## config.mk

```make
export PLATFORM = sky130hd
export DESIGN_NAME = spi_frame_driver
export DESIGN_NICKNAME = d
export VERILOG_FILES = /design/src/rtl/spi_frame_driver.sv
export SDC_FILE = /design/constraint.sdc
export NUM_CORES = 1
export LEC_CHECK = 0
export BUFFER_PORTS_ARGS = -buffer_cell sky130_fd_sc_hd__buf_2
export CORE_ASPECT_RATIO = 1.4
export CORE_MARGIN = 3
export CORE_UTILIZATION = 50
export CTS_CLUSTER_DIAMETER = 50
export CTS_CLUSTER_SIZE = 14
export DETAILED_ROUTE_END_ITERATION = 6
export PLACE_DENSITY = 0.76
export REMOVE_ABC_BUFFERS = 1
export SYNTH_ARGS = -nofsm -noshare
export SYNTH_HDL_FRONTEND = slang
export SYNTH_SLANG_ARGS = --single-unit
```

## constraint.sdc

```tcl
create_clock -name CLK -period 5.2 [get_ports CLK]
set_input_delay 0.26 -clock CLK [delete_from_list [all_inputs] [get_ports CLK]]
set_output_delay 0.26 -clock CLK [all_outputs]
set_load 0.03 [all_outputs]
```

## src/rtl/spi_frame_driver.sv

```systemverilog
// spi_frame_driver
//   Upstream stage of the FM25Q08A serial clock generator. Takes one command
//   descriptor at a time and drives a complete SPI mode-0 frame:
//   opcode, optional 24-bit address, dummy bits, write bytes, read bytes.
//   The serial clock C is derived from CLK, so every frame is cycle-exact.
//
// Parameters
//   DIV   : system cycles per serial-clock half period (>= 1)
//   CSS   : system cycles from S_n fall to the first C activity (>= 1)
//   CSH   : system cycles from the last C fall to S_n rise (>= 1)
//   DESEL : minimum system cycles S_n stays high before the next frame (>= 1)
//
// Ports
//   CLK, RST_N         : system clock (rising edge), async active-low reset
//   cmd_valid/ready    : descriptor handshake, ready only while idle
//   cmd_op/addr/...    : descriptor fields, latched on acceptance
//   wr_req, wr_data    : write byte request pulse, wr_data sampled same cycle
//   rd_valid, rd_data  : captured read byte with one-cycle valid pulse
//   busy               : frame in progress
//   clock_active       : high while bit cells are being generated
//   S_n, C, D, Q       : chip select, serial clock, MOSI, MISO
module spi_frame_driver #(
    parameter int DIV   = 2,
    parameter int CSS   = 2,
    parameter int CSH   = 2,
    parameter int DESEL = 4
) (
    input  logic        CLK,
    input  logic        RST_N,
    input  logic        cmd_valid,
    output logic        cmd_ready,
    input  logic [7:0]  cmd_op,
    input  logic [23:0] cmd_addr,
    input  logic        cmd_addr_en,
    input  logic [3:0]  cmd_dummy,
    input  logic [7:0]  cmd_wr_len,
    input  logic [15:0] cmd_rd_len,
    output logic        wr_req,
    input  logic [7:0]  wr_data,
    output logic        rd_valid,
    output logic [7:0]  rd_data,
    output logic        busy,
    output logic        clock_active,
    output logic        S_n,
    output logic        C,
    output logic        D,
    input  logic        Q
);

    localparam logic [3:0] ST_IDLE  = 4'd0;
    localparam logic [3:0] ST_SETUP = 4'd1;
    localparam logic [3:0] ST_OP    = 4'd2;
    localparam logic [3:0] ST_ADDR  = 4'd3;
    localparam logic [3:0] ST_DUMMY = 4'd4;
    localparam logic [3:0] ST_WRITE = 4'd5;
    localparam logic [3:0] ST_READ  = 4'd6;
    localparam logic [3:0] ST_HOLD  = 4'd7;
    localparam logic [3:0] ST_DESEL = 4'd8;

    localparam logic [15:0] CELL_LAST  = 16'(2 * DIV - 1);
    localparam logic [15:0] C_RISE     = 16'(DIV);
    localparam logic [15:0] SETUP_LAST = 16'(CSS - 1);
    localparam logic [15:0] HOLD_LAST  = 16'(CSH - 1);
    localparam logic [15:0] DESEL_LAST = 16'(DESEL - 1);

    logic [3:0]  state;
    logic [15:0] cnt;        // cycle counter: within a bit cell, or wait length
    logic [4:0]  bit_cnt;    // bits left in the current field/byte, minus one
    logic [15:0] byte_cnt;   // bytes left in WRITE/READ, including current
    logic [23:0] shift;      // outgoing bits, MSB is the bit on D
    logic [7:0]  rx;
    logic        addr_en_q;
    logic [23:0] addr_q;
    logic [3:0]  dummy_q;
    logic [7:0]  wr_len_q;
    logic [15:0] rd_len_q;

    logic       in_bits;
    logic       cell_end;
    logic       c_rise;
    logic       last_bit;
    logic       more_bytes;
    logic       field_done;
    logic [3:0] field_next;

    assign in_bits    = (state == ST_OP) || (state == ST_ADDR) || (state == ST_DUMMY) ||
                        (state == ST_WRITE) || (state == ST_READ);
    assign cell_end   = in_bits && (cnt == CELL_LAST);
    assign c_rise     = in_bits && (cnt == C_RISE);
    assign last_bit   = (bit_cnt == 5'd0);
    assign more_bytes = ((state == ST_WRITE) || (state == ST_READ)) && (byte_cnt != 16'd1);
    assign field_done = cell_end && last_bit && !more_bytes;

    assign cmd_ready    = (state == ST_IDLE);
    assign busy         = (state != ST_IDLE);
    assign clock_active = in_bits;
    assign S_n          = (state == ST_IDLE) || (state == ST_DESEL);
    assign C            = in_bits && (cnt >= C_RISE);
    assign wr_req       = (state == ST_WRITE) && (cnt == 16'd0) && (bit_cnt == 5'd7);
    // The first bit of a write byte comes straight from wr_data; the rest of
    // the byte is held in the shift register loaded on that same cycle.
    assign D            = !in_bits ? 1'b0 : (wr_req ? wr_data[7] : shift[23]);

    // Which phase follows the one that just finished, skipping empty phases.
    always_comb begin
        field_next = ST_HOLD;
        case (state)
            ST_OP: begin
                if (addr_en_q)              field_next = ST_ADDR;
                else if (dummy_q != 4'd0)   field_next = ST_DUMMY;
                else if (wr_len_q != 8'd0)  field_next = ST_WRITE;
                else if (rd_len_q != 16'd0) field_next = ST_READ;
            end
            ST_ADDR: begin
                if (dummy_q != 4'd0)        field_next = ST_DUMMY;
                else if (wr_len_q != 8'd0)  field_next = ST_WRITE;
                else if (rd_len_q != 16'd0) field_next = ST_READ;
            end
            ST_DUMMY: begin
                if (wr_len_q != 8'd0)       field_next = ST_WRITE;
                else if (rd_len_q != 16'd0) field_next = ST_READ;
            end
            ST_WRITE: begin
                if (rd_len_q != 16'd0)      field_next = ST_READ;
            end
            default: field_next = ST_HOLD;
        endcase
    end

    // Control path: state, counters and read handshake.
    always_ff @(posedge CLK or negedge RST_N) begin
        if (!RST_N) begin
            state    <= ST_IDLE;
            cnt      <= 16'd0;
            bit_cnt  <= 5'd0;
            byte_cnt <= 16'd0;
            rd_valid <= 1'b0;
            rd_data  <= 8'd0;
        end else begin
            rd_valid <= 1'b0;
            case (state)
                ST_IDLE: begin
                    if (cmd_valid) begin
                        state <= ST_SETUP;
                        cnt   <= 16'd0;
                    end
                end
                ST_SETUP: begin
                    if (cnt == SETUP_LAST) begin
                        state   <= ST_OP;
                        cnt     <= 16'd0;
                        bit_cnt <= 5'd7;
                    end else begin
                        cnt <= cnt + 16'd1;
                    end
                end
                ST_OP, ST_ADDR, ST_DUMMY, ST_WRITE, ST_READ: begin
                    if ((state == ST_READ) && c_rise && last_bit) begin
                        rd_valid <= 1'b1;
                        rd_data  <= {rx[6:0], Q};
                    end
                    if (cell_end) begin
                        cnt <= 16'd0;
                        if (!last_bit) begin
                            bit_cnt <= bit_cnt - 5'd1;
                        end else if (more_bytes) begin
                            bit_cnt  <= 5'd7;
                            byte_cnt <= byte_cnt - 16'd1;
                        end else begin
                            state <= field_next;
                            case (field_next)
                                ST_ADDR:  bit_cnt <= 5'd23;
                                ST_DUMMY: bit_cnt <= {1'b0, dummy_q} - 5'd1;
                                ST_WRITE: begin
                                    bit_cnt  <= 5'd7;
                                    byte_cnt <= {8'd0, wr_len_q};
                                end
                                ST_READ: begin
                                    bit_cnt  <= 5'd7;
                                    byte_cnt <= rd_len_q;
                                end
                                default: bit_cnt <= 5'd0;
                            endcase
                        end
                    end else begin
                        cnt <= cnt + 16'd1;
                    end
                end
                ST_HOLD: begin
                    if (cnt == HOLD_LAST) begin
                        state <= ST_DESEL;
                        cnt   <= 16'd0;
                    end else begin
                        cnt <= cnt + 16'd1;
                    end
                end
                ST_DESEL: begin
                    if (cnt == DESEL_LAST) begin
                        state <= ST_IDLE;
                        cnt   <= 16'd0;
                    end else begin
                        cnt <= cnt + 16'd1;
                    end
                end
                default: state <= ST_IDLE;
            endcase
        end
    end

    // Data path: descriptor latch and shift registers (no reset needed).
    always_ff @(posedge CLK) begin
        if ((state == ST_IDLE) && cmd_valid) begin
            addr_en_q <= cmd_addr_en;
            addr_q    <= cmd_addr;
            dummy_q   <= cmd_dummy;
            wr_len_q  <= cmd_wr_len;
            rd_len_q  <= cmd_rd_len;
            shift     <= {cmd_op, 16'd0};
        end else if (wr_req) begin
            shift[23:16] <= wr_data;
        end else if (field_done) begin
            shift <= (field_next == ST_ADDR) ? addr_q : 24'd0;
        end else if (cell_end) begin
            shift <= {shift[22:0], 1'b0};
        end
        if ((state == ST_READ) && c_rise) begin
            rx <= {rx[6:0], Q};
        end
    end

endmodule

```

==> Word-level counts from Yosys, hierarchy flattened <==
Index checks and enable logic that the tools add are counted.
{ "totals": {"regBits": 134, "in_bits": 73, "word_cells": 119} }
{ "classes": {"add_sub_neg": 4, "n_eq_ne": 24, "n_bitwise": 1, "magnitude_cmp": 1, "n_reduce_logical": 39, "muxes": 36} }
{ "ops": {"columns": ["cell", "count"], "rows": [
  ["16-bit 2-to-1 mux", 6],
  ["24-bit 2-to-1 mux", 4],
  ["16-bit case mux with 4 select lines", 1],
  ["16-bit by 2-bit == test with 1-bit output (second input constant)", 2],
  ["16-bit case mux with 2 select lines", 1],
  ["4-bit by 3-bit == test with 1-bit output (second input constant)", 7],
  ["4-bit 2-to-1 mux", 7],
  ["5-bit 2-to-1 mux", 4],
  ["4-bit case mux with 5 select lines", 1],
  ["16-bit by 1-bit adder with 16-bit output (second input constant)", 1],
  ["16-bit by 1-bit == test with 1-bit output (second input constant)", 1],
  ["16-bit by 2-bit greater-or-equal comparator with 1-bit output (second input constant)", 1],
  ["16-bit zero test", 1],
  ["16-bit by 1-bit inequality test with 1-bit output (second input constant)", 1],
  ["4-bit case mux with 4 select lines", 1],
  ["16-bit nonzero test", 1],
  ["4-bit nonzero test", 4],
  ["16-bit by 1-bit subtractor with 16-bit output (second input constant)", 1],
  ["5-bit case mux with 3 select lines", 1],
  ["4-bit by 2-bit == test with 1-bit output (second input constant)", 3],
  ["2-bit inequality test (second input constant)", 6],
  ["1-bit logical AND", 11],
  ["5-bit case mux with 2 select lines", 1],
  ["8-bit 2-to-1 mux", 1],
  ["23 further kinds", 37]
]} }

==> Depth between registers and ports, before layout <==
Gate-level depths: netlist (run 1).
{ "logic_depth": {"ltp_word": 13, "mapped_depth": 10, "ltp_nobuf": 8} }

==> Worst setup path after synthesis (run 1) <==
OpenSTA, ideal clock, no wires.
{ "synth_timing": {"path_type": "reg2reg", "startpoint": "register state[0]", "endpoint": "register addr_en_q (enable)", "period_less_slack_ns": 3.909, "setup_slack_ns": 1.291, "stages_incl_launch_ff": 9, "t_arrival_ns": 3.470, "n_path_buf": 3, "setup_ns": 0.438, "path_cell_list": "dfrtp_1 buf_2 clkbuf_1 nor2_1 nand2_1 inv_1 nand2_1 clkinv_1 clkbuf_1"} }
{ "synth_via": {"elab_chain_len": 2} }
{ "synth_rtl": {"columns": ["item", "line", "source"], "rows": [
  ["start, declared", "66", "logic [3:0] state;"],
  ["start signal, assigned", "170", "state <= field_next;"],
  ["4-bit zero test", null, null],
  ["named net cmd_ready", "31", "output logic cmd_ready,"],
  ["1-bit logical AND", "212", "if ((state == ST_IDLE) && cmd_valid) begin"],
  ["end signal, assigned", "213", "addr_en_q <= cmd_addr_en;"],
  ["end, declared", "72", "logic addr_en_q;"]
]} }
The timed path passes the listed nets, and every way through them passes these cells.
A chain may end at the register's enable or synchronous reset.

==> Worst setup path in the final report (run 1) <==
{ "layout_timing": {"startpoint": "register bit_cnt[0]", "endpoint": "register state[1]"} }
{ "layout_via": {"elab_chain_len": 3} }
{ "layout_rtl": {"columns": ["item", "line", "source"], "rows": [
  ["start, declared", "68", "logic [4:0] bit_cnt;"],
  ["start signal, assigned", "165", "bit_cnt <= bit_cnt - 5'd1;"],
  ["start signal, assigned", "173", "ST_DUMMY: bit_cnt <= {1'b0, dummy_q} - 5'd1;"],
  ["5-bit zero test", "90", "assign last_bit = (bit_cnt == 5'd0);"],
  ["2-bit inequality test (no line)", null, null],
  ["7-bit AND reduction (no line)", null, null]
]} }
No other way between the ends.

==> results of run 1 <==
sequential cells by signal, summed over array words and instances, names as in the netlist:
register,flops
byte_cnt,16
rd_valid,1
state,4
rx,7
rd_data,8
cnt,16
addr_en_q,1
addr_q,24
wr_len_q,8
bit_cnt,5
rd_len_q,16
shift,24
dummy_q,4
worst max-delay path, cell delays in order (launching register included):
cell and delay, ps:
dfrtp_1 420, inv_1 90, ha_1 230, or4b_1 630, a21oi_2 670, nand2_1 710, a221oi_1 490, o32ai_1 150
where the power goes:
part	switching (mW)	total (mW)	internal [mW]
clock network	0.428	1.13	0.702
registers	0.131	1.48	1.34
logic	0.627	0.948	0.321
total	1.19	3.55	2.37
final timing paths:
check	to	slack, ps	depth (start not counted)
worst max-delay path	state[1]$_DFFE_PN0P_	1650	7
worst min-delay path	dummy_q[1]$_DFFE_PP_	10	1
worst max register to register	state[1]$_DFFE_PN0P_	1650	7
worst min register to register	rx[4]$_DFFE_PP_	450	0
max in group asynchronous	bit_cnt[0]$_DFFE_PN0P_	4390	1
min in group asynchronous	rd_data[5]$_DFFE_PN0P_	80	1
cell families (layout without fill, tap and decap cells):
group | after synthesis | in the layout | synth area share (%)
flip-flops | 134 | 134 | 55.8
XOR/XNOR | 5 | 5 | 0.676
AO/OA/AOI/OAI | 186 | 186 | 19.1
multiplexers | 10 | 10 | 1.72
buffers and inverters | 51 | 142 | 3.28
adder cells (fa/ha/maj) | 10 | 10 | 1.93
AND/OR/NAND/NOR | 208 | 208 | 17.5
cell usage in the layout (no fill, tap or decap), drive strengths merged, types with 7 or more instances in the layout:
| master | n |
|---|---|
| o22ai | 11 |
| inv | 20 |
| mux2 | 9 |
| buf | 89 |
| dfxtp | 16 |
| and2 | 7 |
| a211oi | 17 |
| nand3 | 31 |
| edfxtp | 68 |
| clkbuf | 23 |
| a31oi | 11 |
| o21ai | 43 |
| a21o | 14 |
| a21oi | 36 |
| nor3 | 22 |
| nand2 | 34 |
| ha | 10 |
| nand4 | 22 |
| a32oi | 7 |
| and3 | 9 |
| nor4 | 14 |
| a21boi | 15 |
| nor2 | 38 |
| dfrtp | 50 |
area by class of cell:
class	instances	area (um^2)	area share [%]
Timing Repair Buffer	90	458	6.08
Clock buffer	23	448	5.94
Tap cell	150	188	2.49
Inverter	20	75.1	0.996
Clock inverter	9	106	1.41
Multi-Input combinational cell	419	2650	35.1
Sequential cell	134	3610	47.9
metal layers:
| metal | GRT usage (%) | vias to the layer above |
|---|---|---|
| li1 | - | 2480 |
| met2 | 35.8 | 220 |
| met1 | 26.4 | 2587 |
| met4 | 10.5 | 0 |
| met5 | 0 | - |
| met3 | 4.75 | 44 |
==> metrics.md, run 1 <==
| Metric | Value |
|---|---|
| Post-synth ARST share | 37.3% |
| CTS resizes | 0 |
| Initial Utilization | roughly half |
| CP endpoint kind | flop |
| Most frequent cell after synthesis | edfxtp_1 |
| Class of the worst hold path | in -> reg |
| Routed length on met2 | about 8000 um |
| IO buf count | just under 90 |
| Core Area | ~12,000 um^2 |
| Largest cells by area after synthesis | edfxtp_1 32%, dfrtp_1 19%, dfxtp_1 4.9%, a21oi_1 2.7%, o21ai_0 2.6% |
| Crit-path max FO | 26 |
| Number of global-route vias before repair | between 5,000 and 6,000 |
| Most used DFF post-synth | edfxtp_1 |
| Cell taking the most area after synthesis | edfxtp_1 |
| Share of layout cells above drive strength 1 | between 20% and 30% |
| Netlist Area Pre-Place | 6470 um^2 |
| # diodes | 0 |
| GRT Residual Overflow | 0 |
| Worst hold start | cmd_dummy[1] |
| RR Startpoint | bit_cnt[0]$_DFFE_PN0P_ |
| Crit Path Class | reg -> reg |
| DP Cell Count | 812 |
| Final wirelength | 15,300 um |
| Worst slew margin | 19.7% |
| Seq/Total Area, Yosys | 55.8% |
| Top layer in use | met4 |
| Worst Path Required | ~5500 ps |
| Avg WL per Cell | roughly 18 um |
| Worst-Skew Late Latency | 420 ps |
| Origin of the worst setup path | bit_cnt[0]$_DFFE_PN0P_ |
| Flops & latches, synth | ~130 |
| Worst-Margin Slew | approximately 1200 ps |
| Status | complete, no violations |
| Die Area | ~14,000 um^2 |
| H-tree levels | 4 |
| ANT nets after route | 0 |
| Final design utilization | between 60% and 70% |
| Drt first pass iters | 5 |
| Clock sink total | around 130 |
| Clk_skew | about 12 ps |
| CP Launch Type | flop |
| Setup TNS | 0 ps |
| Total CTS buffers | 17 |
| Cell Pwr Density | ~470 nW/um^2 |
| Final setup viols | 0 |
| Gr usage total | 21.6% |
| # Post-CTS Setup Buffers | 0 |
| Max-slew violations | 0 |
| Fmax | about 0.28 GHz |
| WHS | 10.9 ps |
| Die span in y | around 140 um |
| # IOs | 89 |
| Unique cell type count in the Yosys netlist | 65 |
| Largest net degree at the start of global routing | 70 |
| Vias per inst | around 6.3 |
| Post-synth top area share | roughly a third |
| Fin area | 7540 um^2 |
| Vias | approximately 5,300 |
| DP HPWL | a little over 10,000 um |
| RSZ-0062 raised after global routing | false |
| GPL Wtd Cong | about 0.86 |
| Final min period | between 3000 and 4000 ps |
| DRC viols | 0 |
| Post-route setup slack | 1650 ps |
| Leakage power | around 3.0 nW |
| Post-synth EDFFs | between 60 and 70 |
| Setup WS pre-CTS | between 1500 and 2000 ps |
| Max-cap viol count | 0 |
| # rows | 48 |
| Final std cells w/o fill | between 800 and 900 |
| Final Power | 3.55 mW |
| WL met3 | 840 um |
| CTS tree | built |
| Root buf cell | clkbuf_16 |
| Tcrit/Tclk final | 68.2% |
| First-pass GRT wire length | 24,600 um |
| Post-synthesis instance total | a little over 600 |
| DIE WIDTH | roughly 100 um |
| Synth cell count leaders | 68 x edfxtp_1, 50 x dfrtp_1, 38 x nor2_1 |
| Syn Area/Cell | around 11 um^2 |
| Filler cell count | about 1,000 |
| Syn-to-layout area delta | 16.4% |
| Post-DP Area | around 7000 um^2 |
| Worst Path Arrival | 3820 ps |
| Hold Fails Final Rpt | 0 |
| 1st-iter DRT viols | approximately 460 |
| Wire length on met1 | about 6100 um |
| Hold Buf Count CTS | 0 |
| Peak supply drop | ~260 uV |
| Initial antenna violation count | 0 |
| Clock Pin Slew Worst Setup and Hold Paths | about 60 ps |
| Clock Path Buffers | 2 |
| Nets@finish | about 770 |
| Yosys Warn Count | 0 |
Note: power is estimated with default switching activity, not from simulation.
==> run 2, diff against run 1 <==
==> constraint.sdc (replaced) <==
create_clock -name CLK -period 3.33 [get_ports CLK]
set_input_delay 0.1665 -clock CLK [delete_from_list [all_inputs] [get_ports CLK]]
set_output_delay 0.1665 -clock CLK [all_outputs]
set_load 0.03 [all_outputs]
==> metrics.md, run 2 (synthesized netlist as in run 1, its figures left out) <==
| Metric | Value |
|---|---|
| Final min period | between 2000 and 3000 ps |
| Failing checks | negative hold slack |
| Worst r2r dst | byte_cnt[10]$_DFFE_PN0P_ |
| Root buf cell | clkbuf_16 |
| CTS tree | built |
| Total CTS buffers | 17 |
| Number of global-route vias before repair | 5,579 |
| Worst slew margin | between 20% and 30% |
| Core Area | about 12,000 um^2 |
| Commonest non-fill, non-tap cell in the layout | buf_2 |
| Status | finished, violations left |
| Clock Path Buffers | 2 |
| # Post-CTS Setup Buffers | 0 |
| Worst Path Required | between 3000 and 4000 ps |
| Crit-path max FO | 20 |
| IO buf count | between 80 and 90 |
| GRT Residual Overflow | 0 |
| Vias | between 5,000 and 6,000 |
| Setup WS pre-CTS | approximately 530 ps |
| Clock sink total | 134 |
| Syn-to-layout area delta | 27.6% |
| # IOs | between 80 and 90 |
| Drt first pass iters | 5 |
| Origin of the worst setup path | state[1]$_DFFE_PN0P_ |
| Fmax | 0.347 GHz |
| Flop2flop setup slack | roughly 450 ps |
| CP Launch Type | flop |
| Final Power | 5.77 mW |
| Cell Pwr Density | roughly 700 nW/um^2 |
| DIE WIDTH | 102 um |
| RSZ-0062 raised after global routing | false |
| Final setup viols | 0 |
| FF-to-FF path depth | 6 |
| Crit Path Class | reg -> reg |
| Max-slew violations | 0 |
| Class of the worst hold path | in -> async |
| Initial antenna violation count | 0 |
| Final wirelength | ~16,000 um |
| # rows | 48 |
| CP endpoint kind | flop |
| Vias per inst | roughly 6 |
| ANT nets after route | 0 |
| Largest regs | addr_q x24, shift x24 |
| # diodes | 0 |
| Clk_skew | approximately 6.3 ps |
| Largest net degree at the start of global routing | 70 |
| Gr usage total | between 20% and 30% |
| Leakage power | ~3.4 nW |
| Worst-Margin Slew | 1170 ps |
| Initial Utilization | between 50% and 60% |
| 1st-iter DRT viols | 400 |
| Worst-Skew Late Latency | roughly 410 ps |
| Peak supply drop | roughly 400 uV |
| Max-cap viol count | 0 |
| Die Area | between 10,000 and 15,000 um^2 |
| Nets@finish | roughly 830 |
| GPL Wtd Cong | roughly 0.95 |
| WHS | -5.58 ps |
| Tcrit/Tclk final | 86.5% |
| Hold Fails Final Rpt | 4 |
| First-pass GRT wire length | 26,500 um |
| CTS resizes | 0 |
| Post-route setup slack | about 450 ps |
| Worst Path Arrival | approximately 3100 ps |
| RR Startpoint | state[1]$_DFFE_PN0P_ |
| DP HPWL | around 10,000 um |
| Avg WL per Cell | ~17 um |
| Most frequent cells in the layout | 88 x buf_2, 68 x edfxtp_1, 54 x dlygate4sd3_1 |
| Crit path to | byte_cnt[10]$_DFFE_PN0P_ |
| Die span in y | ~140 um |
| DRC viols | 0 |
| Share of layout cells above drive strength 1 | 21.1% |
| H-tree levels | 4 |
| Clock Pin Slew Worst Setup and Hold Paths | 60 ps |
run 2: cell count changes in the layout (fill, tap and decap cells not counted), sizes merged:
cell,change
clkinvlp,+1
inv,+2
dlygate4sd3,+53
clkinv,-3
buf,+15
run 2: metal layers:
| layer | vias to the layer above | track usage [%] | wire length [um] |
|---|---|---|---|
| li1 | 2603 | - | - |
| met1 | 2692 | 28.3 | 6330 |
| met2 | 216 | 38.8 | 8380 |
| met3 | 44 | 4.11 | 778 |
| met4 | 0 | 11.3 | 486 |
| met5 | - | 0 | 0 |
run 2: worst max-delay path: stages (launching register included):
cell and delay (ps):
dfrtp_1 560, nor2_1 180, or3_1 510, or4_4 470, a311o_1 600, o21ai_0 270
o21ai_1 120
run 2: what timing repair did:
item,in CTS,in global routing
endpoints found under the setup margin,0,0
hold endpoints to repair,54,0
hold buffers,54,0
run 2: cell type report:
| type | count | area, um^2 |
|---|---|---|
| Fill cell | 969 | 4230 |
| Sequential cell | 134 | 3610 |
| Multi-Input combinational cell | 419 | 2650 |
| Timing Repair Buffer | 158 | 1110 |
| Clock buffer | 23 | 509 |
| Tap cell | 150 | 188 |
| Clock inverter | 9 | 113 |
| Inverter | 20 | 75.1 |
run 2: power breakdown:
group / switching, mW / leakage [nW] / internal, mW
clock network: 0.692 / 0.294 / 1.23
logic: 0.982 / 1.64 / 0.570
registers: 0.203 / 1.44 / 2.10
total: 1.88 / 3.38 / 3.90
run 2: how the worst min path moves through the flow:
stage	start	to
final	RST_N	rd_data[5]$_DFFE_PN0P_
after global routing	RST_N	rd_data[5]$_DFFE_PN0P_
after CTS	RST_N	rd_data[5]$_DFFE_PN0P_
after detailed placement	cmd_rd_len[3]	rd_len_q[3]$_DFFE_PP_
after global placement	cmd_addr[15]	addr_q[15]$_DFFE_PP_
after floorplan	RST_N	bit_cnt[0]$_DFFE_PN0P_
run 2: per-stage QoR:
stage / setup TNS (ps) / util, % / instance area [um^2] / std cells / hold slack, ps
CTS: 0 / 66.1 / 8260 / 913 / 15.6
floorplan: -18210 / - / 6340 / 573 / -129
finish: 0 / 66.1 / 8260 / 913 / -5.58
global placement: 0 / 56.8 / 7100 / 827 / 343
detailed placement: 0 / 56.8 / 7100 / 827 / 345
global route: 0 / 66.1 / 8260 / 913 / 82.8
